$ cat src/rtl/lag_line.sv
// -----------------------------------------------------------------------------
// lag_line -- programmable sample delay line.
//
// Each enable strobe writes one DATA_W-bit sample into a DEPTH-entry circular
// buffer. One cycle later the block presents the sample that arrived lag_sel
// strobes earlier, together with a one-cycle valid pulse.
//
// lag_sel = 0 returns the sample written by that same strobe. This path uses a
// bypass register, because the buffer read of mem[wp] would return the stale
// entry that is being overwritten.
//
// When the requested lag reaches back beyond the samples seen since reset,
// signal_lag is forced to zero and primed stays low. The buffer itself is never
// cleared; the fill count masks stale entries instead.
//
// Optional feature: define LAG_DUAL_TAP_EN to add a second read tap. The tap
// adds the input lag_sel_b and the outputs signal_lag_b and primed_b. It reads
// the same buffer under the same rules and shares valid with the first tap.
//
// DEPTH must be a power of two (minimum 2) and LAG_W must equal log2(DEPTH).
// The write pointer wraps by plain LAG_W-bit overflow.
// -----------------------------------------------------------------------------
module lag_line #(
    parameter int DATA_W = 64,
    parameter int DEPTH  = 16,
    parameter int LAG_W  = 4
) (
    input  logic              clk_operation,
    input  logic              rst,
    input  logic              enable,
    input  logic [DATA_W-1:0] signal,
    input  logic [LAG_W-1:0]  lag_sel,
`ifdef LAG_DUAL_TAP_EN
    input  logic [LAG_W-1:0]  lag_sel_b,
    output logic [DATA_W-1:0] signal_lag_b,
    output logic              primed_b,
`endif
    output logic [DATA_W-1:0] signal_lag,
    output logic              valid,
    output logic              primed
);

`ifdef LAG_DUAL_TAP_EN
    localparam int NUM_TAPS = 2;
`else
    localparam int NUM_TAPS = 1;
`endif

    // The fill count needs one extra bit so that it can hold DEPTH itself.
    localparam int CNT_W = LAG_W + 1;

    // -------------------------------------------------------------------------
    // Storage and shared write-side state
    // -------------------------------------------------------------------------
    logic [DATA_W-1:0] mem [DEPTH];

    logic [LAG_W-1:0]  wp_reg;
    logic [LAG_W-1:0]  wp_next;
    logic [CNT_W-1:0]  cnt_reg;
    logic [CNT_W-1:0]  cnt_next;
    logic              valid_reg;
    logic [DATA_W-1:0] bypass_data_reg;

    // Per-tap lag requests and results, gathered into arrays so that both taps
    // can be built by the same generate loop.
    logic [LAG_W-1:0]  tap_lag    [NUM_TAPS];
    logic [DATA_W-1:0] tap_data   [NUM_TAPS];
    logic              tap_primed [NUM_TAPS];

    assign tap_lag[0] = lag_sel;
`ifdef LAG_DUAL_TAP_EN
    assign tap_lag[1] = lag_sel_b;
`endif

    // Next write pointer wraps naturally; the fill count saturates at DEPTH.
    always_comb begin
        wp_next  = wp_reg + LAG_W'(1);
        cnt_next = cnt_reg;
        if (cnt_reg != CNT_W'(DEPTH)) begin
            cnt_next = cnt_reg + CNT_W'(1);
        end
    end

    // Write pointer, fill count and valid pulse. Reset wins over enable.
    always_ff @(posedge clk_operation) begin
        if (!rst) begin
            wp_reg    <= '0;
            cnt_reg   <= '0;
            valid_reg <= 1'b0;
        end else begin
            valid_reg <= enable;
            if (enable) begin
                wp_reg  <= wp_next;
                cnt_reg <= cnt_next;
            end
        end
    end

    // Buffer write. This port has no reset, so the array can map onto block RAM.
    always_ff @(posedge clk_operation) begin
        if (rst && enable) begin
            mem[wp_reg] <= signal;
        end
    end

    // Capture the incoming sample for the lag-0 pass-through. This register is
    // shared by all taps and is masked by each tap's primed flag after reset.
    always_ff @(posedge clk_operation) begin
        if (enable) begin
            bypass_data_reg <= signal;
        end
    end

    // -------------------------------------------------------------------------
    // Read taps
    // -------------------------------------------------------------------------
    generate
        for (genvar gi = 0; gi < NUM_TAPS; gi++) begin : g_tap
            logic [LAG_W-1:0]  rd_addr;
            logic              has_history;
            logic              is_lag0;
            logic [DATA_W-1:0] rd_data_reg;
            logic              primed_reg;
            logic              bypass_sel_reg;

            // The sample lag strobes back sits lag slots behind the current
            // write slot. The fill count is compared after this strobe's
            // increment, so that lag 0 counts as available on the first strobe.
            assign rd_addr     = wp_reg - tap_lag[gi];
            assign has_history = {1'b0, tap_lag[gi]} < cnt_next;
            assign is_lag0     = (tap_lag[gi] == '0);

            // Registered buffer read, taken only on strobes so the value holds
            // between strobes.
            always_ff @(posedge clk_operation) begin
                if (enable) begin
                    rd_data_reg <= mem[rd_addr];
                end
            end

            // Per-tap qualifiers: history available and lag-0 bypass selected.
            always_ff @(posedge clk_operation) begin
                if (!rst) begin
                    primed_reg     <= 1'b0;
                    bypass_sel_reg <= 1'b0;
                end else if (enable) begin
                    primed_reg     <= has_history;
                    bypass_sel_reg <= is_lag0;
                end
            end

            // Insufficient history yields zero. Otherwise pick the bypass or
            // the buffer read.
            assign tap_data[gi]   = primed_reg
                                  ? (bypass_sel_reg ? bypass_data_reg : rd_data_reg)
                                  : '0;
            assign tap_primed[gi] = primed_reg;
        end
    endgenerate

    // -------------------------------------------------------------------------
    // Outputs
    // -------------------------------------------------------------------------
    assign signal_lag = tap_data[0];
    assign primed     = tap_primed[0];
    assign valid      = valid_reg;

`ifdef LAG_DUAL_TAP_EN
    assign signal_lag_b = tap_data[1];
    assign primed_b     = tap_primed[1];
`endif

endmodule

$ cat config.mk
export PLATFORM = sky130hd
export DESIGN_NAME = lag_line
export DESIGN_NICKNAME = d
export VERILOG_FILES = /design/src/rtl/lag_line.sv
export SDC_FILE = /design/constraint.sdc
export NUM_CORES = 1
export LEC_CHECK = 0
export CORE_AREA = 2 2 277 279
export CTS_CLUSTER_SIZE = 24
export DETAILED_ROUTE_END_ITERATION = 12
export DIE_AREA = 0 0 279 281
export PLACE_DENSITY = 0.75
export SLEW_MARGIN = 25
export SYNTH_ARGS = -nofsm -noshare
export SYNTH_HDL_FRONTEND = slang
export SYNTH_SLANG_ARGS = --single-unit
$ cat constraint.sdc
create_clock -name clk_operation -period 8 [get_ports clk_operation]
set_clock_uncertainty 0.1 [all_clocks]
set_input_delay 1.6 -clock clk_operation [delete_from_list [all_inputs] [get_ports clk_operation]]
set_output_delay 1.6 -clock clk_operation [all_outputs]
set_load 0.01 [all_outputs]
Yosys cells after proc, flatten, opt, wreduce, memory -nomap -nowiden --
Memory sizes are Yosys's and may differ from the RTL's. A register that Yosys moved wholly into a read port is not among the register bits. Index checks and enable logic that the tools add are counted. W data, S select, Z words.
Word-level totals: flip-flop bits (word level) 76, latch bits 0, RAM bits 1024, memory bits (read-only) 0, word-level logic and storage cells 19, memories 1
Memories:
- mem | words 16, width 64, read ports 1, clocked after Yosys merged registers in 1, wr ports 1, line 55 | logic [DATA_W-1:0] mem [DEPTH];
Operators by class: $add $sub $neg 3, $mul 0, div/mod/pow operators 0, magnitude comparators 1, eq/ne operators 1, shift operators 0, muxes and demuxes 5, bitwise gates (word level) 0, reduce and logical (&&, ||, !) cells 2
Operators by type and width (number):
- $mux W64 | 2
- $add A5 B1 Y5 const B | 1
- $lt A4 B5 Y1 | 1
- $mux W5 | 1
- $ne A5 B5 Y1 const B | 1
- $add A4 B1 Y4 const B | 1
- $logic_not A4 Y1 | 1
- $sub A4 B4 Y4 | 1
- $mux W1 | 2
- $logic_and A1 B1 Y1 | 1

Logic depth before layout (Yosys ltp) --
depth after elaboration 3, mapped depth 9, gate-level depth less buffers 8

Worst setup path after synthesis --
OpenSTA, ideal clock, no wires.
path type input to register, from input rst, to memory mem[0][0], enable pin, library setup time 0.565 ns, arrival time 6.354 ns, data required time 7.335 ns, setup slack 0.982 ns, stages on the path 4, buffers on the path 1, cells stage by stage and2_1 clkbuf_1 nand2_1 nor3_1
On the way: cells in the longest elaborated chain, start to end 3
Ends and longest elaborated chain:
- from (decl) | line 29 | input logic rst,
- $logic_and A1 B1 Y1 | line 101 | if (rst && enable) begin
- $mux W1 | line 101
- $mux W1 (not written as such) | line 102 | mem[wp_reg] <= signal;
- to (decl) | line 55
Every way passes these cells.

Worst setup path after layout --
from register g_tap[0].bypass_sel_reg, to output signal_lag[1]
On the way: cells in the longest elaborated chain, start to end 2
Ends and longest elaborated chain:
- from (decl) | line 124 | logic bypass_sel_reg;
- from (signal assigned) | line 148 | bypass_sel_reg <= is_lag0;
- $mux W64 (2 in series) | line 155 | ? (bypass_sel_reg ? bypass_data_reg : rd_data_reg)
- to (decl) | line 38 | output logic [DATA_W-1:0] signal_lag,
Every way passes these cells.

==> impl_metrics.py <==
metrics = {
    "sta": {
        "period_needed_ps": 4924,
        "post-route-period-util": 0.6155,
        "finalHoldViolCount": 0,
        "grt_setup_unrepaired": "false",
        "finalMaxSlewViolations": 0,
        "fmax_mhz": 203.1,
        "setup_viol": 0,
        "final.setup.tns_ps": 0,
        "relSlewSlack": 0.2848,
        "worst_pin_slew_ps": 1073,
    },
    "setup_path": {
        "reg2reg_depth": 7,
        "startpoint_type": "flip-flop",
        "endpoint_kind": "output pin",
        "crit_start": "g_tap[0].bypass_sel_reg",
        "r2r-start": "wp_reg[0]",
        "crit_fanout": 22,
        "rr_endpoint": "g_tap[0].rd_data_reg[23]",
        "arrival_ps": 3220,
        "criticalPathCategory": "flip-flop to output pin",
        "required_ps": 6300,
        "r2r_slack_ps": 4410,
    },
    "synthesis": {
        "postSynth.asyncResetShare": 0,
        "synth_seq_cells": 1164,
        "syn_nets": 2017,
        "syn_inst": 1933,
        "netlist.area_leader.share": 0.7703,
        "yosysTopAreaCell": "edfxtp_1",
        "synth_area_leaders": "edfxtp_1, mux4_2, mux2i_1, nor2b_1, buf_6",
        "synth_edf_count": 1152,
        "synth_area_sq_um": 44910,
        "yosys_warnings": 0,
        "synth_area_per_cell_sq_um": 23.23,
        "synth-main-ff-cell": "edfxtp_1",
        "synth_cell_types": 33,
        "yosysSeqAreaShare": 0.7757,
    },
    "routing": {
        "wl_per_cell_um": 28.77,
        "dr.pass1.iters": 5,
        "via_count": 20162,
        "routed_wirelength_um": 92320,
        "drtAntennaViolNets": 0,
        "drt_iter0_drc": 2360,
        "drc": 0,
        "via_per_inst": 6.283,
    },
    "min_path": {
        "holdPathEnd": "cnt_reg[1]",
        "hold_class": "flip-flop to flip-flop",
        "hold_path_depth": 2,
        "hp-start": "cnt_reg[1]",
    },
    "global_route": {
        "track_usage": 0.2425,
        "grt_pass1_wl_um": 137200,
        "grt_pass1_vias": 21057,
        "grt_overflow_total": 0,
        "grt_max_degree": 117,
        "antenna_found_initial": 5,
    },
    "layout": {
        "nNetsFinal": 2221,
        "area_growth_pct": 13.75,
        "mostFrequentLayoutCells": "edfxtp_1, mux2i_1, mux4_2, clkdlybuf4s50_1, clkbuf_16",
        "fin_area_sq_um": 51080,
        "layout_commonest_cell": "edfxtp_1",
        "largest_reg_flops": 1024,
        "drive_gt1_frac": 0.2211,
    },
    "pwr": {
        "p_leak_nw": 16.46,
        "vdd_drop_max_v": 0.0002091,
        "power_density_nw_per_um2": 263.1,
    },
    "clock_tree": {
        "cts_buffers": 112,
        "clk_latency_ps": 670,
        "cts.clk_slew.worst_paths_ps": 60,
        "tritoncts": "done",
        "cts_hold_buf": 0,
        "htree_levels": 3,
        "cts_resized": 0,
        "post_cts_buffers": 0,
        "clk_path_buf_depth": 3,
        "cts_root_buf": "clkbuf_16",
        "cts_sinks": 1164,
    },
    "placement": {
        "portBuffers": 136,
        "hpwl_um": 45530,
        "placed_area_sq_um": 47490,
        "routabilityCongestion": 0.7338,
    },
    "floorplan": {
        "design.die.area_sq_um": 78400,
        "io-pin-count": 137,
        "die_h_um": 281,
        "fp-row-count": 101,
        "start_util": 0.5952,
        "core_sq_um": 75440,
        "fp.dieW_um": 279,
    },
    "status": {
        "status": "finished, final reports clean",
    },
    "run": {
        "maxCapViolations": 0,
    },
}
[per-stage QoR]
step / setup WS (ps) / power, mW / hold WS [ps] / utilization / cells
final: 3076 / 13.44 / 497.6 / 0.6771 / 3209
after floorplan: 981.6 / 8.101 / 436.8 / - / 1933
after detailed placement: 2776 / 8.510 / 493.6 / 0.6295 / 2999
after CTS: 2626 / 13.55 / 497.7 / 0.6764 / 3206
after global placement: 2497 / 8.469 / 446.3 / 0.6287 / 2997
after global routing: 3038 / 13.87 / 570.7 / 0.6770 / 3208
[cell type report]
class                           count  area, sq um
Fill cell                        4513        24360
Antenna cell                        1        2.502
Inverter                            8        30.03
Sequential cell                  1164        34840
Clock inverter                     68        575.6
Tap cell                          978         1224
Multi-Input combinational cell    664         9513
Clock buffer                      139         2968
Timing Repair Buffer              187         1931
[per-layer routing]
metal,share of wire,GRT usage,vias to the layer above
met2,0.51,0.4105,764
li1,-,-,8492
met5,0.00064,0,-
met1,0.39,0.3285,10734
met4,0.026,0.07155,10
met3,0.067,0.04265,162
[how the worst max path moves through the flow]
stage                                          end  slack, ps  cells after the start
after floorplan                          mem[0][0]        980                      4
after global placement    g_tap[0].rd_data_reg[11]       2500                      8
after detailed placement  g_tap[0].rd_data_reg[29]       2780                      9
after CTS                           signal_lag[35]       2630                      4
after global routing                 signal_lag[1]       3040                      4
final                                signal_lag[1]       3080                      4
[cell families after synthesis]
| family | count (synthesis) | synth area share |
|---|---|---|
| and+or+nand+nor | 117 | 0.01493 |
| buffers and inverters | 105 | 0.01555 |
| DFF | 1164 | 0.7757 |
| muxes | 515 | 0.1861 |
| xor gates and xnor gates | 12 | 0.002926 |
| AOI/OAI and AO/OA | 7 | 0.001003 |
| adders and majority gates | 13 | 0.003789 |
[where the power goes]
part           internal, mW  leakage [nW]  switching [mW]
Clock                  2.91          1.72            2.16
Combinational         0.699          4.16           0.737
Sequential             6.88          10.6          0.0508
[critical path, cell delays in order, from the launching register on]
cell             delay (ps)
dfxtp_4                 700
buf_4                   600
mux2i_1                 150
nor2b_1                 410
clkdlybuf4s50_1         630
[cells in the mapped netlist, types with 2 or more instances]
master,n
buf_2,45
clkbuf_1,18
nand4_1,3
and2_1,7
mux2i_1,259
nand3_1,2
nor2b_1,68
a21oi_1,3
xor2_1,4
edfxtp_1,1152
inv_1,7
buf_6,33
dfxtp_1,12
xnor2_1,6
nor2_1,14
nor3_1,5
nand2_1,12
nand2b_1,2
mux4_2,256
ha_1,12
(Power assumes the default switching activity.)
